[src/rtl/fb_sched_pkg.sv]
// Shared types and width helpers for the frame-buffer write scheduler.
// Optional watchdog feature is enabled with the FB_SCHED_TIMEOUT_EN macro.
package fb_sched_pkg;

  // Sequencer states: one pass of START/DRAW/NEXT per source, then DONE
  typedef enum logic [2:0] {
    ST_IDLE,
    ST_START,
    ST_DRAW,
    ST_NEXT,
    ST_DONE
  } sched_state_t;

  // Width of a horizontal pixel address for a given line width
  function automatic int x_width(input int width);
    return (width > 1) ? $clog2(width) : 1;
  endfunction

  // Width of a vertical pixel address for a given frame height
  function automatic int y_width(input int height);
    return (height > 1) ? $clog2(height) : 1;
  endfunction

endpackage

[src/rtl/fb_sched_watchdog.sv]
// DRAW-phase watchdog: counts cycles while run is high and flags expiry
// after LIMIT cycles. Only built when FB_SCHED_TIMEOUT_EN is defined.
module fb_sched_watchdog #(
  parameter int LIMIT = 65535
) (
  input  logic clk,
  input  logic resetN,
  input  logic run,
  output logic expire
);

  localparam int CW = $clog2(LIMIT + 1);

  logic [CW-1:0] count;

  // Count DRAW cycles; any cycle outside DRAW rearms the counter at zero
  always_ff @(posedge clk or negedge resetN) begin
    if (!resetN) begin
      count <= '0;
    end else if (!run) begin
      count <= '0;
    end else if (!expire) begin
      count <= count + 1'b1;
    end
  end

  // Expiry lands on the last allowed DRAW cycle so the FSM leaves right after
  assign expire = run && (count == CW'(LIMIT - 1));

endmodule

[src/rtl/fb_write_scheduler.sv]
// Frame-buffer write scheduler: on each frame pulse, starts the enabled draw
// engines one at a time in painter's order (source 0 underneath) and muxes
// the granted engine's pixel stream onto a registered write bus.
// Optional per-source watchdog: define FB_SCHED_TIMEOUT_EN.
module fb_write_scheduler
  import fb_sched_pkg::*;
#(
  parameter int NUM_SOURCES    = 4,
  parameter int DRAW_WIDTH     = 640,
  parameter int DRAW_HEIGHT    = 480,
  parameter int COLOR_DEPTH    = 9,
  parameter int TIMEOUT_CYCLES = 65535
) (
  input  logic                                          clk,
  input  logic                                          resetN,
  input  logic                                          frame,
  input  logic [NUM_SOURCES-1:0]                        src_enable,
  output logic [NUM_SOURCES-1:0]                        src_start,
  input  logic [NUM_SOURCES-1:0]                        src_valid,
  input  logic [NUM_SOURCES-1:0]                        src_done,
  input  logic [NUM_SOURCES*x_width(DRAW_WIDTH)-1:0]    src_x_addr,
  input  logic [NUM_SOURCES*y_width(DRAW_HEIGHT)-1:0]   src_y_addr,
  input  logic [NUM_SOURCES*COLOR_DEPTH-1:0]            src_color,
  input  logic [NUM_SOURCES-1:0]                        src_transparent,
  output logic                                          write_active,
  output logic                                          write_transparent,
  output logic [x_width(DRAW_WIDTH)-1:0]                write_x_addr,
  output logic [y_width(DRAW_HEIGHT)-1:0]               write_y_addr,
  output logic [COLOR_DEPTH-1:0]                        write_color_data,
  output logic [$clog2(NUM_SOURCES)-1:0]                grant_sel,
  output logic                                          frame_done,
  output logic                                          overrun,
  output logic [NUM_SOURCES-1:0]                        timeout_flags
);

  localparam int XW = x_width(DRAW_WIDTH);
  localparam int YW = y_width(DRAW_HEIGHT);
  localparam int GW = $clog2(NUM_SOURCES);

  sched_state_t     state;
  logic             expire;
  logic             last_src;
  logic             start_now;
  logic [XW-1:0]    sel_x;
  logic [YW-1:0]    sel_y;
  logic [COLOR_DEPTH-1:0] sel_color;

  assign last_src  = (grant_sel == GW'(NUM_SOURCES - 1));
  assign start_now = (state == ST_START) && src_enable[grant_sel];

  // The start pulse goes only to the granted source, so at most one bit is set
  assign src_start = start_now ? (NUM_SOURCES'(1) << grant_sel) : '0;

  // Pick the granted source's address and color slices from the packed buses
  always_comb begin
    sel_x     = src_x_addr[int'(grant_sel)*XW +: XW];
    sel_y     = src_y_addr[int'(grant_sel)*YW +: YW];
    sel_color = src_color[int'(grant_sel)*COLOR_DEPTH +: COLOR_DEPTH];
  end

`ifdef FB_SCHED_TIMEOUT_EN
  logic in_draw;
  assign in_draw = (state == ST_DRAW);

  fb_sched_watchdog #(
    .LIMIT(TIMEOUT_CYCLES)
  ) u_watchdog (
    .clk   (clk),
    .resetN(resetN),
    .run   (in_draw),
    .expire(expire)
  );

  // Remember which source was cut off; a real done on the same cycle wins
  always_ff @(posedge clk or negedge resetN) begin
    if (!resetN) begin
      timeout_flags <= '0;
    end else if (in_draw && expire && !src_done[grant_sel]) begin
      timeout_flags[grant_sel] <= 1'b1;
    end
  end
`else
  // No watchdog: DRAW ends only on done (a negative limit cannot occur)
  assign expire        = (TIMEOUT_CYCLES < 0);
  assign timeout_flags = '0;
`endif

  // Frame sequencer: walk every source index in order, then report completion
  always_ff @(posedge clk or negedge resetN) begin
    if (!resetN) begin
      state      <= ST_IDLE;
      grant_sel  <= '0;
      frame_done <= 1'b0;
      overrun    <= 1'b0;
    end else begin
      frame_done <= 1'b0;
      if (frame && (state != ST_IDLE)) begin
        overrun <= 1'b1;
      end
      case (state)
        ST_IDLE: begin
          if (frame) begin
            grant_sel <= '0;
            state     <= ST_START;
          end
        end
        ST_START: begin
          state <= src_enable[grant_sel] ? ST_DRAW : ST_NEXT;
        end
        ST_DRAW: begin
          if (src_done[grant_sel] || expire) begin
            state <= ST_NEXT;
          end
        end
        ST_NEXT: begin
          if (last_src) begin
            state      <= ST_DONE;
            frame_done <= 1'b1;
          end else begin
            grant_sel <= grant_sel + 1'b1;
            state     <= ST_START;
          end
        end
        ST_DONE: begin
          grant_sel <= '0;
          state     <= ST_IDLE;
        end
        default: begin
          state <= ST_IDLE;
        end
      endcase
    end
  end

  // Register the granted pixel one cycle after it is offered during DRAW
  always_ff @(posedge clk or negedge resetN) begin
    if (!resetN) begin
      write_active      <= 1'b0;
      write_transparent <= 1'b0;
      write_x_addr      <= '0;
      write_y_addr      <= '0;
      write_color_data  <= '0;
    end else begin
      write_active <= (state == ST_DRAW) && src_valid[grant_sel];
      if ((state == ST_DRAW) && src_valid[grant_sel]) begin
        write_transparent <= src_transparent[grant_sel];
        write_x_addr      <= sel_x;
        write_y_addr      <= sel_y;
        write_color_data  <= sel_color;
      end
    end
  end

endmodule

[config.mk]
export PLATFORM = sky130hd
export DESIGN_NAME = fb_write_scheduler
export DESIGN_NICKNAME = d
export VERILOG_FILES = /design/src/rtl/fb_sched_pkg.sv /design/src/rtl/fb_sched_watchdog.sv /design/src/rtl/fb_write_scheduler.sv
export SDC_FILE = /design/constraint.sdc
export NUM_CORES = 1
export LEC_CHECK = 0
export CAP_MARGIN = 10
export CORE_UTILIZATION = 39
export CTS_BUF_LIST = sky130_fd_sc_hd__clkbuf_16
export CTS_CLUSTER_DIAMETER = 200
export CTS_CLUSTER_SIZE = 16
export DETAILED_ROUTE_END_ITERATION = 8
export GPL_ROUTABILITY_DRIVEN = 0
export PLACE_DENSITY = 0.92
export SLEW_MARGIN = 25
export SYNTH_ARGS = -nofsm -noshare
export SYNTH_HDL_FRONTEND = slang
export SYNTH_SLANG_ARGS = --single-unit
[constraint.sdc]
create_clock -name clk -period 3.2 [get_ports clk]
set_clock_uncertainty 0.15 [all_clocks]
set_input_delay 0.64 -clock clk [delete_from_list [all_inputs] [get_ports clk]]
set_output_delay 0.64 -clock clk [all_outputs]
set_load 0.005 [all_outputs]
==> results by group, run 1 <==
Run status
  • Status: finished, final reports clean

Synthesis
  • Synth Flop Type: dfrtp_1
  • Synth warn: 0
  • Simple-gate share of the synthesized area: under 10%
  • Avg Cell Area, Syn: 15.7 sq um
  • Asr flop ratio synth: between 90% and 100%
  • Synth unique cells: 34
  • Synth Area in XOR/XNOR: 0%
  • Area fraction in compound gates after synthesis: just under 3%
  • Top post-synthesis cells by area: dfrtp_1 (36%), mux4_2 (25%), mux2_4 (17%), mux4_1 (3.1%), buf_12 (2.4%)
  • EDFF count, synth: 0
  • Synthesized area: 2550 sq um
  • Leading area contributor after synthesis: dfrtp_1
  • Top cell type's share of synthesized area: 36.3%
  • Adder-cell share of the synthesized area: 1.96%
  • Mux cell area share after synthesis: 47.0%
  • Top-count cell post-synth: dfrtp_1
  • Gate Count Post-Synth: 162
  • Sequential cell area fraction in the yosys report: 36.3%
  • Top cells by count, synth: dfrtp_1 (37), mux2_4 (29), mux4_2 (28)
  • Seq cells post-synth: 37
  • Largest family of logic cells by synthesized area: multiplexers

Floorplan
  • Rows: 29
  • CORE AREA: 6310 sq um
  • Initial core utilization: 40.4%
  • Die ar.: 6860 sq um
  • Die Ht: 82.8 microns
  • Die width: 82.8 microns
  • Io pins: ~170

Route
  • Via density: around 5.2
  • 1st-iter DRT viols: 44
  • Total number of vias: 2110
  • DRT antenna net count: 0
  • Detailed-route DRC error count: 0
  • Avg WL per Cell: approximately 18 microns
  • 1st-pass router iterations: 4
  • Drt total wl: ~7.2 mm

Power
  • Power Total: 3.33 mW
  • Cell Pwr Density: ~760 nW/um^2
  • Leakage power: 1.84 nW
  • Comb pwr share: 56.4%
  • Peak VDD IR: ~470 uV
  • Sequential share of power: 27.6%
  • Internal: between 2 and 2.5 mW
  • Sw frac: between 20 and 30%
  • P_sw: 0.969 mW
  • Clock power frac: 16.0%

STA
  • Pins over their slew limit: 0
  • RSZ-0062 raised after global routing: false
  • Setup TNS: 0 ns
  • Fmax: 335 MHz
  • Final worst-path cycle share: 93.2%
  • Final Hold Viols: 0
  • Slew HR: 44.2%
  • Worst-Margin Slew: approximately 0.84 ns
  • Crit path time final: approximately 3.0 ns
  • Final setup vio count: 0

Setup path
  • Worst path buffer plus inverter count: 2
  • Startpoint types: input port
  • CP Cell Sequence: clkdlybuf4s50_1 > mux4_2 > nand3_1 > nor2_1 > clkdlybuf4s50_1
  • Critical path class: input port to output port
  • Worst Setup SP: src_enable[2]
  • Worst reg2reg path depth: 5
  • Max Fanout on Critical Path: 2
  • Crit end category: output port
  • Most frequent CP cell: clkdlybuf4s50_1
  • CP max stage delay: just under 0.5 ns
  • CP delay by family, top: buffers and inverters
  • CP max-delay cell: mux4_2
  • Worst Path Required: about 2.4 ns
  • R2r startpoint: grant_sel[1]$_DFFE_PN0P_
  • Arrival @ worst endpoint: 2.19 ns
  • Cell depth of the worst setup path: 5

GRT
  • Initial antenna violation count: 0
  • Gr ovfl total: 0
  • First-pass GRT wire length: between 10 and 15 mm
  • Vias in the first global route: 2329
  • Largest net degree at the start of global routing: 38
  • All-Layer GR Usage: 21.7%

Clock tree
  • CTS root buf: clkbuf_16
  • Clock transition at the registers of the reported paths: 0.05 ns
  • Setup bufs post-CTS: 0
  • Hold_buf cts: 0
  • Clock Path Buffers: 2
  • H-Tree Depth: 2
  • CTS tree: done
  • CTS resizes: 0
  • # clock sinks: 37
  • Skew-Pair Late Insertion Delay: 0.27 ns
  • TritonCTS Buffers: 5

Final layout
  • Layout cells sized above 1: a little under a quarter
  • Layout net count: 461
  • Antenna fix cells: 0
  • P&R area growth vs syn: 72.5%
  • Layout fillers: 472

Place
  • I/O Buffers: 168
  • Detailed Place HPWL: 5.83 mm

Hold path
  • Hold WC Path Type: input port to async pin

Flow run
  • Max-cap viol count: 0
## layout make-up
class / count / area [sq um] / share of cell area (%)
Timing Repair Buffer: 172 / 1720 / 39.1
Multi-Input combinational cell: 104 / 1470 / 33.4
Clock inverter: 3 / 37.5 / 0.854
Tap cell: 77 / 96.3 / 2.19
Sequential cell: 37 / 928 / 21.1
Clock buffer: 5 / 125 / 2.85
Inverter: 6 / 22.5 / 0.512
## cell usage in the layout, fill, tap and decap left out, types with 4 or more instances in the layout
master	instances
clkdlybuf4s50_1	167
ha_1	4
mux4_2	28
dfrtp_1	35
inv_1	7
conb_1	4
clkbuf_16	5
nor2_1	7
mux2_4	29
## path summary, 6_finish.rpt
kind / endpoint / slack, ns
max: src_start[1] / 0.22
min: write_x_addr[7]$_DFFE_PN0P_ / 0.33
max reg2reg: write_color_data[5]$_DFFE_PN0P_ / 0.62
min reg2reg: overrun$_DFFE_PN0P_ / 0.33
max in group asynchronous: grant_sel[1]$_DFFE_PN0P_ / 2.00
min in group clk: overrun$_DFFE_PN0P_ / 0.33
## sequential cells by signal, indices dropped and copies added, names as in the netlist
name / flops
overrun: 1
grant_sel: 2
write_x_addr: 10
state: 3
write_color_data: 9
write_active: 1
frame_done: 1
write_y_addr: 9
write_transparent: 1
## routing by layer
| layer | track usage [%] | up-vias | wire (microns) |
|---|---|---|---|
| li1 | - | 950 | - |
| met1 | 24.5 | 1058 | 2690 |
| met2 | 39.4 | 98 | 3860 |
| met3 | 6.86 | 4 | 537 |
| met4 | 5.33 | 0 | 64 |
| met5 | 0 | - | 0 |
## cells by family after synthesis
logic type | after synthesis
buffers and inverters | 24
other | 1
and+or+nand+nor | 22
muxes | 65
DFF | 37
adders and majority gates | 4
AOI/OAI and AO/OA | 9
## worst register-to-register path, stage by stage, from the launching register on
cell and delay, ns:
dfrtp_2 0.69, buf_4 0.38, mux4_2 0.39, nand3b_4 0.31
buf_12 0.24, mux2_4 0.31
## power by group through the flow
| stage | Combinational [mW] | Clock [mW] | Sequential (mW) |
|---|---|---|---|
| after global placement | 1.85 | 0 | 0.916 |
| final | 1.88 | 0.532 | 0.919 |
| after detailed placement | 1.90 | 0 | 0.929 |
| after global routing | 2.01 | 0.577 | 0.961 |
| after floorplan | 1.25 | 0 | 0.830 |
| after CTS | 1.90 | 0.547 | 0.923 |
## through the flow
step	cells	setup slack (ns)	util, %	instance area, sq um	hold WS (ns)
floorplan	165	1.15	-	2560	0.194
global placement	396	0.279	67.0	4230	0.308
detailed placement	396	0.218	67.0	4230	0.327
CTS	404	0.208	69.6	4400	0.350
global route	404	0.174	69.6	4400	0.357
finish	404	0.219	69.6	4400	0.325
Note: power is estimated with default switching activity, not from simulation.
==> inputs of run 2 (changes only) <==
--- a/config.mk
+++ b/config.mk
@@ -6,6 +6,7 @@
 export NUM_CORES = 1
 export LEC_CHECK = 0
 export CAP_MARGIN = 10
+export CORE_MARGIN = 2
 export CORE_UTILIZATION = 39
 export CTS_BUF_LIST = sky130_fd_sc_hd__clkbuf_16
 export CTS_CLUSTER_DIAMETER = 200
==> run 2 against run 1 <==
Against the previous run:
- first-iteration DRC count up 2.3%
- die area up 4.9%
- maximum frequency up 0.31%
- critical path depth unchanged
- sequential cell count unchanged
- non-clock buffer count unchanged
- total power up 0.12%
- wire length up 3.6%
- critical endpoint is now src_start[0]
- largest cell class unchanged
- largest power group unchanged
==> results by group, run 2 (synthesized netlist as in run 1, its figures left out) <==
Clock tree
  • CTS resizes: 0
  • CTS tree: done
  • Setup bufs post-CTS: 0
  • Clock Path Buffers: 2
  • Hold_buf cts: 0
  • Skew-Pair Late Insertion Delay: 0.27 ns
  • # clock sinks: 37
  • H-Tree Depth: 2
  • Clock transition at the registers of the reported paths: 0.05 ns
  • TritonCTS Buffers: 5
  • CTS root buf: clkbuf_16

Floorplan
  • Die ar.: 7200 sq um
  • Io pins: 173
  • Initial core utilization: about two fifths
  • Die Ht: about 85 microns
  • Die width: roughly 85 microns
  • CORE AREA: 6350 sq um
  • Rows: 29

STA
  • Pins over their slew limit: 0
  • Final worst-path cycle share: 92.9%
  • Setup TNS: 0 ns
  • Crit path time final: 2.97 ns
  • Worst-Margin Slew: 0.809 ns
  • Final Hold Viols: 0
  • Final setup vio count: 0
  • Slew HR: 46.1%
  • Fmax: about 340 MHz
  • RSZ-0062 raised after global routing: false

Setup path
  • R2r startpoint: grant_sel[0]$_DFFE_PN0P_
  • Max Fanout on Critical Path: 2
  • Worst Setup EP: src_start[0]
  • Worst Path Required: approximately 2.4 ns
  • Worst Setup SP: src_enable[0]
  • Arrival @ worst endpoint: 2.18 ns
  • R2r setup slk: around 0.95 ns
  • Critical path class: input port to output port
  • Startpoint types: input port
  • Worst reg2reg endpoint: write_y_addr[0]$_DFFE_PN0P_
  • Worst reg2reg path depth: 4
  • Crit end category: output port

Final layout
  • Biggest registers after layout: write_x_addr x10, write_color_data x9, write_y_addr x9
  • Max reg flops: 10
  • P&R area growth vs syn: 72.4%
  • Most frequent cells in the layout: clkdlybuf4s50_1 (167), dfrtp_1 (35), mux2_4 (29)
  • Antenna fix cells: 0
  • Layout net count: around 460
  • Commonest non-fill, non-tap cell in the layout: clkdlybuf4s50_1
  • Largest Register: write_x_addr
  • Layout cells sized above 1: about a quarter

Power
  • Peak VDD IR: 456 uV
  • Cell Pwr Density: about 760 nW/um^2
  • Leakage power: 1.84 nW
  • Power Total: 3.33 mW

Route
  • 1st-pass router iterations: 4
  • Total number of vias: between 2000 and 2500
  • Avg WL per Cell: 18.4 microns
  • Drt total wl: 7.41 mm
  • Via density: 5.20
  • DRT antenna net count: 0
  • 1st-iter DRT viols: 45
  • Detailed-route DRC error count: 0

GRT
  • First-pass GRT wire length: 11.8 mm
  • Initial antenna violation count: 0
  • All-Layer GR Usage: 21.4%
  • Largest net degree at the start of global routing: 38
  • Vias in the first global route: roughly 2300
  • Gr ovfl total: 0

Place
  • I/O Buffers: 168
  • Detailed Place HPWL: 6.16 mm

Hold path
  • Hold WC Path Type: input port to async pin

Flow run
  • Max-cap viol count: 0

Run status
  • Status: finished, final reports clean
-- run 2: through the flow --
| step | setup WS (ns) | cells | hold slack, ns | cell area, sq um | util (%) |
|---|---|---|---|---|---|
| after floorplan | 1.15 | 165 | 0.194 | 2560 | - |
| after global placement | 0.274 | 396 | 0.309 | 4230 | 66.7 |
| after detailed placement | 0.237 | 396 | 0.302 | 4230 | 66.7 |
| after CTS | 0.229 | 403 | 0.326 | 4390 | 69.2 |
| after global routing | 0.123 | 403 | 0.339 | 4390 | 69.2 |
| final | 0.228 | 403 | 0.307 | 4390 | 69.2 |
-- run 2: worst min path at each step --
| stage | from | end |
|---|---|---|
| global placement | overrun$_DFFE_PN0P_ | overrun$_DFFE_PN0P_ |
| finish | resetN | write_y_addr[5]$_DFFE_PN0P_ |
| CTS | overrun$_DFFE_PN0P_ | overrun$_DFFE_PN0P_ |
| floorplan | resetN | frame_done$_DFF_PN0_ |
| global route | overrun$_DFFE_PN0P_ | overrun$_DFFE_PN0P_ |
| detailed placement | overrun$_DFFE_PN0P_ | overrun$_DFFE_PN0P_ |
-- run 2: report_power, final --
| group | leakage, nW | switching [mW] | internal, mW | total (mW) |
|---|---|---|---|---|
| clock | 0.0797 | 0.175 | 0.361 | 0.536 |
| combinational | 1.32 | 0.575 | 1.30 | 1.88 |
| sequential | 0.441 | 0.224 | 0.696 | 0.920 |
| total | 1.84 | 0.973 | 2.36 | 3.33 |
-- run 2: layout make-up --
type / count / area (sq um)
clock buffers: 5 / 125
flip-flops and latches: 37 / 928
multi-input cells: 104 / 1470
well taps: 77 / 96.3
fillers: 463 / 1960
inverters: 6 / 22.5
clock inverters: 2 / 35.0
repair buffers: 172 / 1720
-- run 2: per-layer routing --
metal  wire length [microns]  part of all wire [%]  GRT usage (%)
met1                    2590                    35           23.3
met2                    4190                    57           40.4
met3                     514                   6.9           6.23
met4                     113                   1.5           5.77
met5                       0                     0              0
-- run 2: critical path, stage by stage --
cell and delay, ns:
clkdlybuf4s50_1 0.49, mux4_2 0.27, nand2_1 0.08, nor3b_1 0.19, clkdlybuf4s50_1 0.53
